**src/rtl/ram16_8bit_loader.sv**
```systemverilog
// ram16_8bit_loader
//
// Write-side loader for the 16x8 program RAM. It takes a byte stream over a
// valid/ready handshake and writes each byte into the external RAM. Every byte
// uses a three-cycle sequence:
//   RECV  : wait for a byte; in_ready is high.
//   WRITE : low_we is low for one cycle; address and data are stable.
//   HOLD  : low_we is high again; address and data are held for RAM hold time.
// The block writes addresses START_ADDR..DEPTH-1 and then reports completion.
//
// Handshake: a byte transfers on a rising edge where in_valid && in_ready.
// in_ready is registered and is high only in RECV (and in CSUM when the
// checksum feature is built in). The source may hold in_valid at any time.
// While in_ready is low, in_data is not consumed.
//
// Optional feature: define LOADER_CSUM_EN to add a trailing checksum byte.
// When it is enabled, an 8-bit running sum covers every written byte. After the
// last word, one extra byte is accepted but not written to RAM. csum_err
// reports whether the sum plus that byte is non-zero mod 256. When the macro is
// undefined, csum_err is tied low.
//
// Ports:
//   clk       in   clock; all state changes on the rising edge
//   clr       in   synchronous active-high reset; overrides every other input
//   start     in   one-cycle pulse that starts a load (only from IDLE/DONE)
//   in_data   in   [DATA_W-1:0] stream byte
//   in_valid  in   in_data is valid
//   in_ready  out  loader accepts a byte this cycle
//   mem_addr  out  [ADDR_W-1:0] RAM address
//   mem_data  out  [DATA_W-1:0] RAM write data
//   low_we    out  active-low RAM write strobe
//   busy      out  load in progress
//   done      out  load complete; held until the next start or clr
//   csum_err  out  checksum mismatch (tied low without LOADER_CSUM_EN)

module ram16_8bit_loader #(
    parameter int DEPTH      = 16,
    parameter int ADDR_W     = 4,
    parameter int DATA_W     = 8,
    parameter int START_ADDR = 0
) (
    input  logic              clk,
    input  logic              clr,
    input  logic              start,
    input  logic [DATA_W-1:0] in_data,
    input  logic              in_valid,
    output logic              in_ready,
    output logic [ADDR_W-1:0] mem_addr,
    output logic [DATA_W-1:0] mem_data,
    output logic              low_we,
    output logic              busy,
    output logic              done,
    output logic              csum_err
);

    localparam logic [ADDR_W-1:0] LAST_ADDR  = ADDR_W'(DEPTH - 1);
    localparam logic [ADDR_W-1:0] FIRST_ADDR = ADDR_W'(START_ADDR);

    typedef enum logic [2:0] {
        S_IDLE  = 3'd0,
        S_RECV  = 3'd1,
        S_WRITE = 3'd2,
        S_HOLD  = 3'd3,
        S_DONE  = 3'd4,
        S_CSUM  = 3'd5
    } state_t;

    state_t state_q;
    state_t state_d;

    logic [ADDR_W-1:0] addr_d;
    logic [DATA_W-1:0] data_d;
    logic              we_n_d;
    logic              ready_d;
    logic              busy_d;
    logic              done_d;

    logic accept;
    logic at_last;

    assign accept  = in_valid && in_ready;
    assign at_last = (mem_addr == LAST_ADDR);

`ifdef LOADER_CSUM_EN
    logic [DATA_W-1:0] sum_q;
    logic [DATA_W-1:0] sum_d;
    logic              csum_err_q;
    logic              csum_err_d;

    assign csum_err = csum_err_q;
`else
    assign csum_err = 1'b0;
`endif

    // State and output registers. Every output comes straight from a flop.
    always_ff @(posedge clk) begin
        if (clr) begin
            state_q  <= S_IDLE;
            mem_addr <= '0;
            mem_data <= '0;
            low_we   <= 1'b1;
            in_ready <= 1'b0;
            busy     <= 1'b0;
            done     <= 1'b0;
`ifdef LOADER_CSUM_EN
            sum_q      <= '0;
            csum_err_q <= 1'b0;
`endif
        end else begin
            state_q  <= state_d;
            mem_addr <= addr_d;
            mem_data <= data_d;
            low_we   <= we_n_d;
            in_ready <= ready_d;
            busy     <= busy_d;
            done     <= done_d;
`ifdef LOADER_CSUM_EN
            sum_q      <= sum_d;
            csum_err_q <= csum_err_d;
`endif
        end
    end

    // Next-state logic.
    always_comb begin
        state_d = state_q;
        case (state_q)
            S_IDLE, S_DONE: begin
                if (start) state_d = S_RECV;
            end
            S_RECV: begin
                if (accept) state_d = S_WRITE;
            end
            S_WRITE: begin
                state_d = S_HOLD;
            end
            S_HOLD: begin
                if (at_last) begin
`ifdef LOADER_CSUM_EN
                    state_d = S_CSUM;
`else
                    state_d = S_DONE;
`endif
                end else begin
                    state_d = S_RECV;
                end
            end
            S_CSUM: begin
                if (accept) state_d = S_DONE;
            end
            default: state_d = S_IDLE;
        endcase
    end

    // Output logic. This block computes the values the output flops load on
    // the next edge. The strobe and ready follow the state being entered, so
    // they line up with that state.
    always_comb begin
        addr_d  = mem_addr;
        data_d  = mem_data;
        busy_d  = busy;
        done_d  = done;
        we_n_d  = (state_d != S_WRITE);
        ready_d = (state_d == S_RECV) || (state_d == S_CSUM);
`ifdef LOADER_CSUM_EN
        sum_d      = sum_q;
        csum_err_d = csum_err_q;
`endif
        case (state_q)
            S_IDLE, S_DONE: begin
                if (start) begin
                    addr_d = FIRST_ADDR;
                    busy_d = 1'b1;
                    done_d = 1'b0;
`ifdef LOADER_CSUM_EN
                    sum_d      = '0;
                    csum_err_d = 1'b0;
`endif
                end
            end
            S_RECV: begin
                if (accept) begin
                    data_d = in_data;
`ifdef LOADER_CSUM_EN
                    sum_d = sum_q + in_data;
`endif
                end
            end
            S_HOLD: begin
                // The counter stops at the last word and never wraps.
                if (!at_last) begin
                    addr_d = mem_addr + ADDR_W'(1);
                end else begin
`ifndef LOADER_CSUM_EN
                    busy_d = 1'b0;
                    done_d = 1'b1;
`endif
                end
            end
            S_CSUM: begin
                // The checksum byte only updates the status. It is never written.
                if (accept) begin
                    busy_d = 1'b0;
                    done_d = 1'b1;
`ifdef LOADER_CSUM_EN
                    csum_err_d = ((sum_q + in_data) != '0);
`endif
                end
            end
            default: ;
        endcase
    end

endmodule

```
**config.mk**
```make
export PLATFORM = sky130hd
export DESIGN_NAME = ram16_8bit_loader
export DESIGN_NICKNAME = d
export VERILOG_FILES = /design/src/rtl/ram16_8bit_loader.sv
export SDC_FILE = /design/constraint.sdc
export NUM_CORES = 1
export LEC_CHECK = 0
export CAP_MARGIN = 0
export CORE_MARGIN = 2
export CORE_UTILIZATION = 45
export CTS_CLUSTER_DIAMETER = 80
export DETAILED_ROUTE_END_ITERATION = 12
export PLACE_DENSITY = 0.78
export SYNTH_ARGS = -nofsm -noshare
export SYNTH_HDL_FRONTEND = slang
export SYNTH_SLANG_ARGS = --single-unit
```
**constraint.sdc**
```tcl
create_clock -name clk -period 2.35 [get_ports clk]
set_input_delay 0.235 -clock clk [delete_from_list [all_inputs] [get_ports clk]]
set_output_delay 0.235 -clock clk [all_outputs]
set_load 0.05 [all_outputs]
```
Yosys cells after proc, flatten, opt, wreduce, memory -nomap -nowiden
Index checks and enable logic that the tools add are counted.
{"block": "word_totals", "ff_bits": 19, "inputBits": 12, "out_inout_bits": 17}
{"block": "op_classes", "addsub": 1, "n_eq_ne": 13, "mux": 16, "n_reduce_logical": 9}
{"operator": "one-hot mux 3 bit (5 select lines)", "n": 1}
{"operator": "two-way mux 3 bit", "n": 4}
{"operator": "== test 3 bit, second input constant", "n": 3}
{"operator": "two-way mux 4 bit", "n": 2}
{"operator": "!= test 2 bit, second input constant", "n": 4}
{"operator": "one-hot mux 4 bit (2 select lines)", "n": 1}
{"operator": "== test 3 x 1 -> 1 bit, second input constant", "n": 2}
{"operator": "== test 3 x 2 -> 1 bit, second input constant", "n": 2}
{"operator": "two-way mux 1 bit", "n": 6}
{"operator": "one-hot mux 1 bit (3 select lines)", "n": 2}
{"operator": "adder 4 x 1 -> 4 bit, second input constant", "n": 1}
{"operator": "== test 4 bit, second input constant", "n": 1}
{"operator": "AND reduction 4 bit", "n": 1}
{"operator": "logical NOT 3 bit", "n": 1}
{"operator": "!= test 3 x 2 -> 1 bit, second input constant", "n": 1}
{"operator": "AND reduction 3 bit", "n": 1}
{"operator": "nonzero test 3 bit", "n": 1}
{"operator": "AND reduction 2 bit", "n": 1}
{"operator": "nonzero test 2 bit", "n": 1}
{"operator": "OR reduction 2 bit", "n": 1}
{"operator": "logical AND 1 bit", "n": 1}
{"operator": "logical OR 1 bit", "n": 1}

Logic depth before layout (Yosys ltp)
{"block": "logic_depth", "ltp_word": 5, "depth_mapped": 5, "depth_no_buf": 4}

Worst setup path before layout
OpenSTA, ideal clock, no wires.
{"block": "synth_path", "kind": "register to register", "startpoint": "reg mem_addr[0]", "endpoint": "reg mem_addr[3]", "setup_ns": 0.080, "arrival_time_ns": 1.679, "path_slack_ns": 0.591, "path_stages_with_launch": 5, "path_cell_list": "dfxtp_1 -> ha_1 -> and3_4 -> or4_4 -> a211oi_2"}
{"block": "synth_via", "elab_chain_cells": 3, "word_cells_on_any_way": 6, "classes_between": "add/sub (1); eq/ne (2); mux (2); reduce/logical (1)"}
{"element": "start: declaration", "line_no": "48", "source": "output logic [ADDR_W-1:0] mem_addr,"}
{"element": "start signal: assignment", "line_no": "111", "source": "mem_addr <= addr_d;"}
{"element": "adder 4 x 1 -> 4 bit or == test 4 bit (tied branches)", "line_no": "192, 82"}
{"element": "two-way mux 4 bit or != test 2 bit (tied branches)"}
{"element": "one-hot mux 4 bit (2 select lines) or AND reduction 3 bit (tied branches)"}
Parallel ways exist; a longest one is shown, timed or not. The select of a mux whose other input is x is not followed.
A chain may end at the register's enable or synchronous reset.

Worst setup path after layout
{"block": "layout_path", "startpoint": "reg mem_addr[3]", "endpoint": "out mem_addr[3]"}
No word-level cell between the ends.

==> results.md <==
Power and ir drop:
- The cell area power density is 516 mW/mm².
- The cell leakage power is 0.000417 µW.
- Across the VDD grid, the largest voltage drop is 0.343 mV.

CTS:
- The number of hold buffers added after cts is 0.
- The clock drives 19 sinks.
- TritonCTS built the clock tree.
- The deepest clock path buffer count is 2.
- The CTS buffer count is 3.
- The tree is rooted in a clkbuf_4.
- The number of gates resized after cts is 0.
- The number of buffers added for setup after CTS is 0.
- CTS built an H-tree with a depth of 1.
- The clock-pin slew reported for the worst setup and hold paths after clock tree synthesis is 0.12 ns.
- For the worst-skew pair, the clock arrives at the later sink with an insertion delay of 0.30 ns.

Critical path:
- Broken down by cell family, the worst path's largest delay share belongs to buffers and inverters.
- The buffer and inverter count on the worst path is 1.
- The maximum fanout encountered on the critical timing path is 7.
- Among all stages on the critical path, the largest delay is contributed by clkdlybuf4s50_1.
- The worst setup path is captured at an output port.
- The launching element of the worst setup path is mem_addr[3].
- The critical path goes through clkdlybuf4s50_1.
- The classification of the worst setup path is reg -> out.
- The critical path data required time is 2.12 ns.
- The launching point of the worst reg2reg path is mem_addr[0].
- The maximum cell stage delay along the critical path is 0.84 ns.
- The worst setup path is launched from a register.
- In this run the register-to-register setup slack is 0.74 ns.
- The number of cell instances on the worst register-to-register path is 4.
- The end of the worst register-to-register path is mem_addr[3].
- The arrival time at the worst endpoint is 1.59 ns.

Worst hold path:
- The worst min-delay path endpoint is mem_data[0].
- The startpoint of the tightest hold check path is in_data[0].
- The path category of the worst min-delay check is in -> reg.
- The cell count of the worst hold path is 3.

Die:
- The starting density of the core is 47.1%.
- The floorplan step defined a die boundary enclosing 0.00239 mm².
- The overall die width is 48.9 µm.
- The standard-cell row count is 16.
- 29 I/O pins were placed.
- The die height is 48.9 µm.
- The area of the placeable core is 0.00192 mm².

Global route:
- The overall overflow remaining after global route is 0.
- The aggregate global-route resource usage is 17.6%.
- Entering global routing, the biggest net connects 19 pins.
- The initial antenna violation count is 0.
- The global-route wire length before repair is 3.28 mm.
- The number of global-route vias before repair was 756.

Routing:
- Summing over every cut layer, the via total after detailed routing is 822.
- The via density per instance is 5.63.
- The number of design-rule violations left by the first detailed-router iteration is 22.
- Before antenna repair, the detailed router went through 4 iterations.
- The detail route stage leaves a number of antenna-violating nets equal to 0.
- In the routed design, unresolved DRC markers number 0.
- The total detailed-routing wirelength is 1.96 mm.
- The per-cell routed wire length is 13.4 µm.

Synth:
- After synthesis, the largest area contributor takes up 42.0% of total cell area.
- The net count of the mapped netlist is 108.
- Yosys attributes the largest share of cell area to dfxtp_1, a21oi_1, nand3_1.
- The share of the yosys chip area belonging to registers is 42.0%.
- Dividing the synthesized area by the synthesized cell count gives 9.54 µm².
- The number of warnings reported in the yosys synthesis log is 0.
- In the synthesized netlist, the number of instances is 95.
- The synthesized area is 906 µm².
- The distinct cell type count after synthesis is 37.
- Counting flops and latches in the post-synthesis netlist gives 19.
- The dominant cell type by area after synthesis is dfxtp_1.

Place:
- Input and output buffers added on the ports amount to 27.
- At the end of routability-driven placement, the weighted congestion stood at 0.766.
- The post-placement worst setup slack is 0.742 ns.
- Summed over all nets, the half-perimeter wirelength after detailed placement is 1.36 mm.

Layout:
- The library cell used most frequently in the layout, excluding fill and tap cells, is clkdlybuf4s50_1.
- The post-route netlist has 10.9% of its cells at a drive strength greater than 1.
- In the final design database the tool counted 133 nets.
- The area overhead of the layout relative to synthesis is 31.9%.
- 0 antenna diodes ended up in the layout.
- The top cell types in the final layout, fill and taps aside, are clkdlybuf4s50_1, dfxtp_1, a21oi_1.

Timing:
- The time the worst path needs with I/O delays and setup is 1.83 ns.
- The maximum clock frequency is 547 MHz.
- Setup repair after global routing left no endpoint under its margin.
- The clock skew after layout is 0.00633 ns.
- The sum of negative setup slack is 0 ns.
- The final hold violation count is 0.
- In this run the tightest slew margin relative to its limit is 49.6%.
- The transition at the pin with the smallest max-transition slack is 0.754 ns.
- The number of max-slew violations in the final report is 0.
- The ratio of final minimum period to clock period is 77.8%.
- Setup violations remaining at the end of the flow were counted as 0.
- The final worst setup slack is 0.521 ns.

Flow run:
- The max-cap violation count is 0.

Outcome:
- The flow ran to the end, and the final reports show no timing, DRC or antenna violations.
## per-layer routing
layer / vias up / share of wire (%) / global-route usage [%]
li1: 400 / - / -
met4: 0 / 1.1 / 8.57
met1: 401 / 48 / 23.3
met2: 19 / 48 / 28.1
met3: 2 / 3.2 / 2.45
met5: - / 0 / 0
## flip-flops by register name (all words and copies together), names as in the netlist
name,count
busy,1
mem_addr,4
low_we,1
state_q,3
mem_data,8
done,1
in_ready,1
## worst max path at each step
stage                     depth (start not counted)          end
final                                             1  mem_addr[3]
after global routing                              1  mem_addr[3]
after CTS                                         1  mem_addr[3]
after detailed placement                          4         busy
after global placement                            4     in_ready
after floorplan                                   4  mem_addr[3]
## report_power, final
| group | internal, µW | switching [µW] |
|---|---|---|
| clock network | 63.5 | 108 |
| logic | 44.9 | 56.8 |
| registers | 331 | 12.1 |
## synthesized netlist by cell type
cell type and number:
nand3_1 9, and3_4 1, a2111oi_4 1, o22ai_1 1
nor2_1 3, nand2_1 5, and4_2 1, and3_1 1
nand4b_2 1, a211oi_1 1, o31ai_1 1, nand4b_1 1
or4_4 1, ha_1 1, buf_4 2, o32a_4 1
buf_2 1, a21oi_1 11, conb_1 1, o211ai_1 2
o31a_1 1, nor3b_1 2, o21ai_0 8, clkinv_1 1
nand2b_1 2, or2_1 1, a31oi_1 1, inv_1 2
buf_6 1, clkbuf_1 3, dfxtp_1 19, or3_1 1
a211o_1 1, and4b_1 1, nand3b_4 1, or3b_1 2
a211oi_2 2
## metrics by stage
| stage | hold slack, ns | utilization (%) | cell area (µm²) | std cells | total power [µW] |
|---|---|---|---|---|---|
| CTS | 0.480 | 62.2 | 1190 | 146 | 621 |
| global route | 0.477 | 62.2 | 1190 | 146 | 651 |
| finish | 0.486 | 62.2 | 1190 | 146 | 617 |
| global placement | 0.462 | 60.7 | 1170 | 142 | 450 |
| detailed placement | 0.469 | 60.7 | 1170 | 142 | 452 |
| floorplan | 0.383 | - | 906 | 95 | 418 |
## cell families after synthesis
group                    after synthesis  synth area share (%)
AO/OA/AOI/OAI                         31                  25.4
buffers and inverters                 10                  5.94
adder cells (fa/ha/maj)                1                  1.38
other                                  1                 0.414
AND/OR/NAND/NOR                       33                  24.9
flip-flops                            19                  42.0
## final cells by class
type | count | area, µm²
clock inverter | 1 | 5.00
clock buffer | 3 | 22.5
multi-input combinational | 66 | 472
fill | 171 | 727
tap | 27 | 33.8
timing repair buffer | 27 | 270
sequential | 19 | 380
inverter | 3 | 11.3
Note: power is estimated with default switching activity, not from simulation.
